===== config.mk =====
export PLATFORM = sky130hd
export DESIGN_NAME = mux16_rr_arbiter
export DESIGN_NICKNAME = d
export VERILOG_FILES = /design/src/rtl/mux16_rr_arbiter.sv
export SDC_FILE = /design/constraint.sdc
export NUM_CORES = 1
export LEC_CHECK = 0
export BUFFER_PORTS_ARGS = -buffer_cell sky130_fd_sc_hd__buf_2
export CORE_MARGIN = 1.5
export CORE_UTILIZATION = 59
export DETAILED_ROUTE_END_ITERATION = 10
export MAX_ROUTING_LAYER = met4
export PLACE_DENSITY = 0.8
export RECOVER_POWER = 50
export SLEW_MARGIN = 20
export SYNTH_ARGS = -nofsm -noshare
export SYNTH_HDL_FRONTEND = slang
export SYNTH_SLANG_ARGS = --single-unit

===== constraint.sdc =====
create_clock -name clk -period 7.1 [get_ports clk]
set_input_delay 1.42 -clock clk [delete_from_list [all_inputs] [get_ports clk]]
set_output_delay 1.42 -clock clk [all_outputs]
set_load 0.02 [all_outputs]

===== src/rtl/mux16_rr_arbiter.sv =====
// mux16_rr_arbiter
//   Round-robin arbiter and sequencer for the 16:1 structural mux datapath.
//   Grants one of 16 requesters, drives the registered 4-bit select of the
//   mux16to1 instance, holds it for the whole transaction and re-arbitrates
//   only after the owner releases (done pulse or request withdrawal).
//
// Optional feature (macro MUX16_ARB_TIMEOUT_EN):
//   When defined, a CNT_W-bit hold counter forces a release once a grant
//   has been held for TIMEOUT BUSY cycles and pulses timeout for one cycle.
//   When undefined, no counter is built and timeout is tied to 0.
//
// Parameters:
//   CNT_W    width of the optional hold-timeout counter
//   TIMEOUT  BUSY cycles before a forced release (1 .. 2^CNT_W-1)
//
// Ports:
//   clk      in   1   rising-edge clock
//   rst      in   1   synchronous, active-high reset
//   req      in   16  level-sensitive per-channel request
//   done     in   1   end-of-transaction pulse from the current owner
//   grant    out  16  registered one-hot grant, zero when idle
//   sel      out  4   registered index of the granted channel (mux select)
//   valid    out  1   registered, high while a grant is held
//   timeout  out  1   registered one-cycle pulse on forced release
module mux16_rr_arbiter #(
  parameter int CNT_W   = 8,
  parameter int TIMEOUT = 200
) (
  input  logic        clk,
  input  logic        rst,
  input  logic [15:0] req,
  input  logic        done,
  output logic [15:0] grant,
  output logic [3:0]  sel,
  output logic        valid,
  output logic        timeout
);

  if (TIMEOUT < 1 || TIMEOUT > (2 ** CNT_W) - 1) begin : g_param_check
    $error("mux16_rr_arbiter: TIMEOUT must be in 1 .. 2^CNT_W-1");
  end

  typedef enum logic {S_IDLE, S_BUSY} state_t;

  state_t      r_state, w_state_nx;
  logic [3:0]  r_ptr,   w_ptr_nx;
  logic [15:0] r_grant, w_grant_nx;
  logic [3:0]  r_sel,   w_sel_nx;
  logic        r_valid, w_valid_nx;
  logic        w_release;
  logic        w_force;
  logic [3:0]  w_pick;

  // First requesting channel scanning ptr, ptr+1, ... ptr+15 (mod 16).
  function automatic logic [3:0] f_rr_pick(input logic [15:0] f_req,
                                           input logic [3:0]  f_ptr);
    logic [3:0] idx;
    logic       hit;
    f_rr_pick = f_ptr;
    hit       = 1'b0;
    for (int i = 0; i < 16; i++) begin
      idx = f_ptr + 4'(i);
      if (!hit && f_req[idx]) begin
        f_rr_pick = idx;
        hit       = 1'b1;
      end
    end
  endfunction

  assign w_pick    = f_rr_pick(req, r_ptr);
  // Owner ends the transaction either by pulsing done or by dropping its request.
  assign w_release = done | ~req[r_sel];

`ifdef MUX16_ARB_TIMEOUT_EN
  logic [CNT_W-1:0] r_cnt;
  logic             r_timeout;
  logic             w_timeout_nx;

  assign w_force      = (r_cnt == CNT_W'(TIMEOUT));
  // A normal release in the same cycle wins, so no timeout pulse then.
  assign w_timeout_nx = (r_state == S_BUSY) & w_force & ~w_release;

  // Counter is held at zero while idle, so it starts from zero on BUSY entry;
  // it saturates instead of wrapping.
  always_ff @(posedge clk) begin
    if (rst) begin
      r_cnt     <= '0;
      r_timeout <= 1'b0;
    end else begin
      r_timeout <= w_timeout_nx;
      if (r_state == S_IDLE)
        r_cnt <= '0;
      else if (r_cnt != '1)
        r_cnt <= r_cnt + 1'b1;
    end
  end

  assign timeout = r_timeout;
`else
  assign w_force = 1'b0;
  assign timeout = 1'b0;
`endif

  always_comb begin
    w_state_nx = r_state;
    w_ptr_nx   = r_ptr;
    w_grant_nx = r_grant;
    w_sel_nx   = r_sel;
    w_valid_nx = r_valid;
    case (r_state)
      S_IDLE: begin
        // sel keeps its last value while idle so the mux input stays put.
        w_grant_nx = '0;
        w_valid_nx = 1'b0;
        if (|req) begin
          w_grant_nx = 16'h0001 << w_pick;
          w_sel_nx   = w_pick;
          w_valid_nx = 1'b1;
          w_state_nx = S_BUSY;
        end
      end
      S_BUSY: begin
        // Other channels are not sampled here; no preemption.
        if (w_release || w_force) begin
          w_grant_nx = '0;
          w_valid_nx = 1'b0;
          w_ptr_nx   = r_sel + 4'd1;
          w_state_nx = S_IDLE;
        end
      end
      default: begin
        w_state_nx = S_IDLE;
        w_grant_nx = '0;
        w_valid_nx = 1'b0;
      end
    endcase
  end

  always_ff @(posedge clk) begin
    if (rst) begin
      r_state <= S_IDLE;
      r_ptr   <= 4'h0;
      r_grant <= 16'h0000;
      r_sel   <= 4'h0;
      r_valid <= 1'b0;
    end else begin
      r_state <= w_state_nx;
      r_ptr   <= w_ptr_nx;
      r_grant <= w_grant_nx;
      r_sel   <= w_sel_nx;
      r_valid <= w_valid_nx;
    end
  end

  assign grant = r_grant;
  assign sel   = r_sel;
  assign valid = r_valid;

endmodule


==> results.md <==
- Proportion of netlist area held by the largest area contributor: 0.189
- CTS tree: built
- DIE AREA: 6740 um^2
- Initial antenna violation count: 0
- Register area: 520 um^2
- HPWL Detailed: 8100 um
- Startpoint Class: flop
- Most common cell after layout, fill and taps aside: nand2_1
- Max layer used: met4
- Clock sinks: 26
- Detail Route met3 WL: 1230 um
- Drt first pass iters: 5
- Post-synth EDFFs: 0
- Setup Skew: 0.00234 ns
- Critical-path cell list: buf_4, inv_1, ha_1, mux4_2, mux2i_1, o211ai_1, or4_1, or3_4, or4_4, o31ai_1, o21ai_1, nor2b_1, a22o_1
- Width of the die: 82.1 um
- Max-slew violations: 0
- Via count: 3728
- Crit path capture type: flop
- DRT Wirelength: 10900 um
- Post-cts hold buffer count: 0
- Setup TNS: 0 ns
- Hold crit path type: reg -> reg
- Synth Warn #: 0
- R2R depth: 13
- Fmax: 183 MHz
- M1 WL: 4370 um
- Antenna Cells: 0
- Hold path depth: 2
- Final setup fails: 0
- Num rows: 28
- Area of the multi-input gates: 3000 um^2
- Critical Path AT: 5.64 ns
- Layout cells sized above 1: 0.199
- Unrepaired setup endpoints after global routing: no
- Postcts setup bufs: 0
- First-pass GRT wire length: 17600 um
- WP depth: 13
- CTS root buf: clkbuf_8
- R2R Path End: grant[10]
- Worst Hold End: grant[2]
- Routability cong.: 0.996
- Synthesized Nets: 436
- Fin crit period: 5.47 ns
- Final nets: 461
- Leak: 1.41 nW
- Io pins: 41
- Worst Min Path Start: grant[2]
- Initial core utilization: 0.616
- ANT nets after route: 0
- Yosys cell types: 70
- Drt initial violations: 479
- P&R area growth vs syn: 6.14%
- Die height: 82.1 um
- Worst Tran Pin Value: 1.16 ns
- Clock Latency Late Sink: 0.27 ns
- Cell area after synthesis: 3690 um^2
- Cells after Synth: 409
- Number of CTS-inserted buffers: 3
- DR WL met2: 4970 um
- Largest cells by area after synthesis: mux4_2 (19%), dfxtp_1 (14%), mux2i_1 (6.8%)
- Max FO, Critical Path: 26
- Pin count of the biggest net entering global routing: 32
- Critical path's slowest cell: ha_1
- Status: finished clean
- Largest delay contributor family on the critical path: simple AND/OR/NAND/NOR gates
- Worst reg2reg startpoint: r_ptr[0]
- Max Cap Viol: 0
- Tcrit/Tclk final: 0.771
- Max VDD drop: 301 uV
- Synthesized area per cell: 9.02 um^2
- Post-DR wirelength/cell: 21.6 um
- Max Buffers Root-to-Sink: 2
- Post_cts resized: 0
- FF-to-FF setup slack: 1.63 ns
- DRC Markers: 0
- Vias in the first global route: 3328
- Clock slew at reported path FFs: 0.09 ns
- Vias per cell: 7.35
- CTS H-tree lvls: 1
- Crit-path max cell delay: 0.80 ns
- P per Cell Area: 437 nW/um^2
- Req. time, crit path: 7.27 ns
- Placeable Area: 5990 um^2
- Yosys reg bits: 26
- Grt ovf: 0
- Final Hold Viols: 0
- Slew HR: 0.224
- Core Util, Final: 0.654
- Worst path bufs/invs: 2
- Ys flop type: dfxtp_1
- Layout fillers: 500
- Post-synth ARST share: 0
- Seq/Total Area, Yosys: 0.141
- Gr usage total: 0.358
- Commonest cells after routing, fill and taps aside: nand2_1 (37), mux4_2 (31), nor2_1 (29), dfxtp_1 (26), mux2i_1 (25)
- Yosys top cell by area: mux4_2
- Crit path launch: r_ptr[0]
- Input/output buffers: 39
- CP Class: reg -> reg
[per-layer routing]
layer | up-vias | track usage
li1 | 1667 | -
met1 | 1753 | 0.475
met2 | 265 | 0.545
met3 | 43 | 0.0700
met4 | 0 | 0.127
met5 | - | -
[through the flow]
stage          setup slack [ns]  total power, W  cells  area [um^2]  hold slack [ns]
3_3_place_gp               1.80         0.00156    504         3900            0.436
5_1_grt                    1.34         0.00182    507         3920            0.484
2_1_floorplan              1.85         0.00127    409         3690            0.482
3_5_place_dp               1.71         0.00158    504         3900            0.441
4_1_cts                    1.68         0.00167    507         3940            0.453
6_report                   1.63         0.00171    507         3920            0.450
[where the power goes]
group / switching, W / internal, W
Clock: 0.0000460 / 0.0000381
Sequential: 0.0000369 / 0.000180
Combinational: 0.000858 / 0.000552
[state kept, by name, indices dropped and copies added, names as in the netlist]
| signal | cells |
|---|---|
| grant | 16 |
| r_ptr | 4 |
| r_state | 1 |
| sel | 4 |
| valid | 1 |
[worst min-delay path: stages, from the launching register on]
cell     delay, ns
dfxtp_1       0.32
nand2_1       0.05
o21ai_1       0.05
[worst max-delay path by stage]
stage                            to  slack, ns
final                     grant[10]       1.63
after global routing      grant[10]       1.34
after CTS                 grant[10]       1.68
after detailed placement  grant[10]       1.71
after global placement     grant[9]       1.80
after floorplan            grant[8]       1.85
[synth_stat cells, drive strengths merged (3+ instances only)]
cell / number
mux4: 37
nand2: 37
nor2: 29
dfxtp: 26
mux2i: 25
o21ai: 24
a21oi: 19
mux2: 16
buf: 13
clkbuf: 13
inv: 11
nand2b: 10
nor3: 10
o211ai: 10
xnor2: 9
a22o: 8
ha: 8
nand3: 8
nor4: 7
o22ai: 7
a211oi: 6
nor2b: 6
a221oi: 5
or4: 5
and3: 4
o21a: 4
xor2: 4
a211o: 3
a31oi: 3
o31ai: 3
or2: 3
or3: 3
[layout make-up]
class / instances / area share
well taps: 75 / 0.0240
inverters: 11 / 0.0105
repair buffers: 46 / 0.0562
flip-flops and latches: 26 / 0.133
clock buffers: 3 / 0.0105
multi-input cells: 346 / 0.766
[cell families (layout without fill, tap and decap cells)]
group	count (synthesis)	in the layout	synth area share
adder cells (fa/ha/maj)	8	8	0.0271
other	1	1	0.00102
multiplexers	78	78	0.349
buffers and inverters	37	60	0.0461
flip-flops	26	26	0.141
AND/OR/NAND/NOR	131	131	0.183
XOR/XNOR	13	13	0.0329
AO/OA/AOI/OAI	115	115	0.220
(Power assumes the default switching activity.)
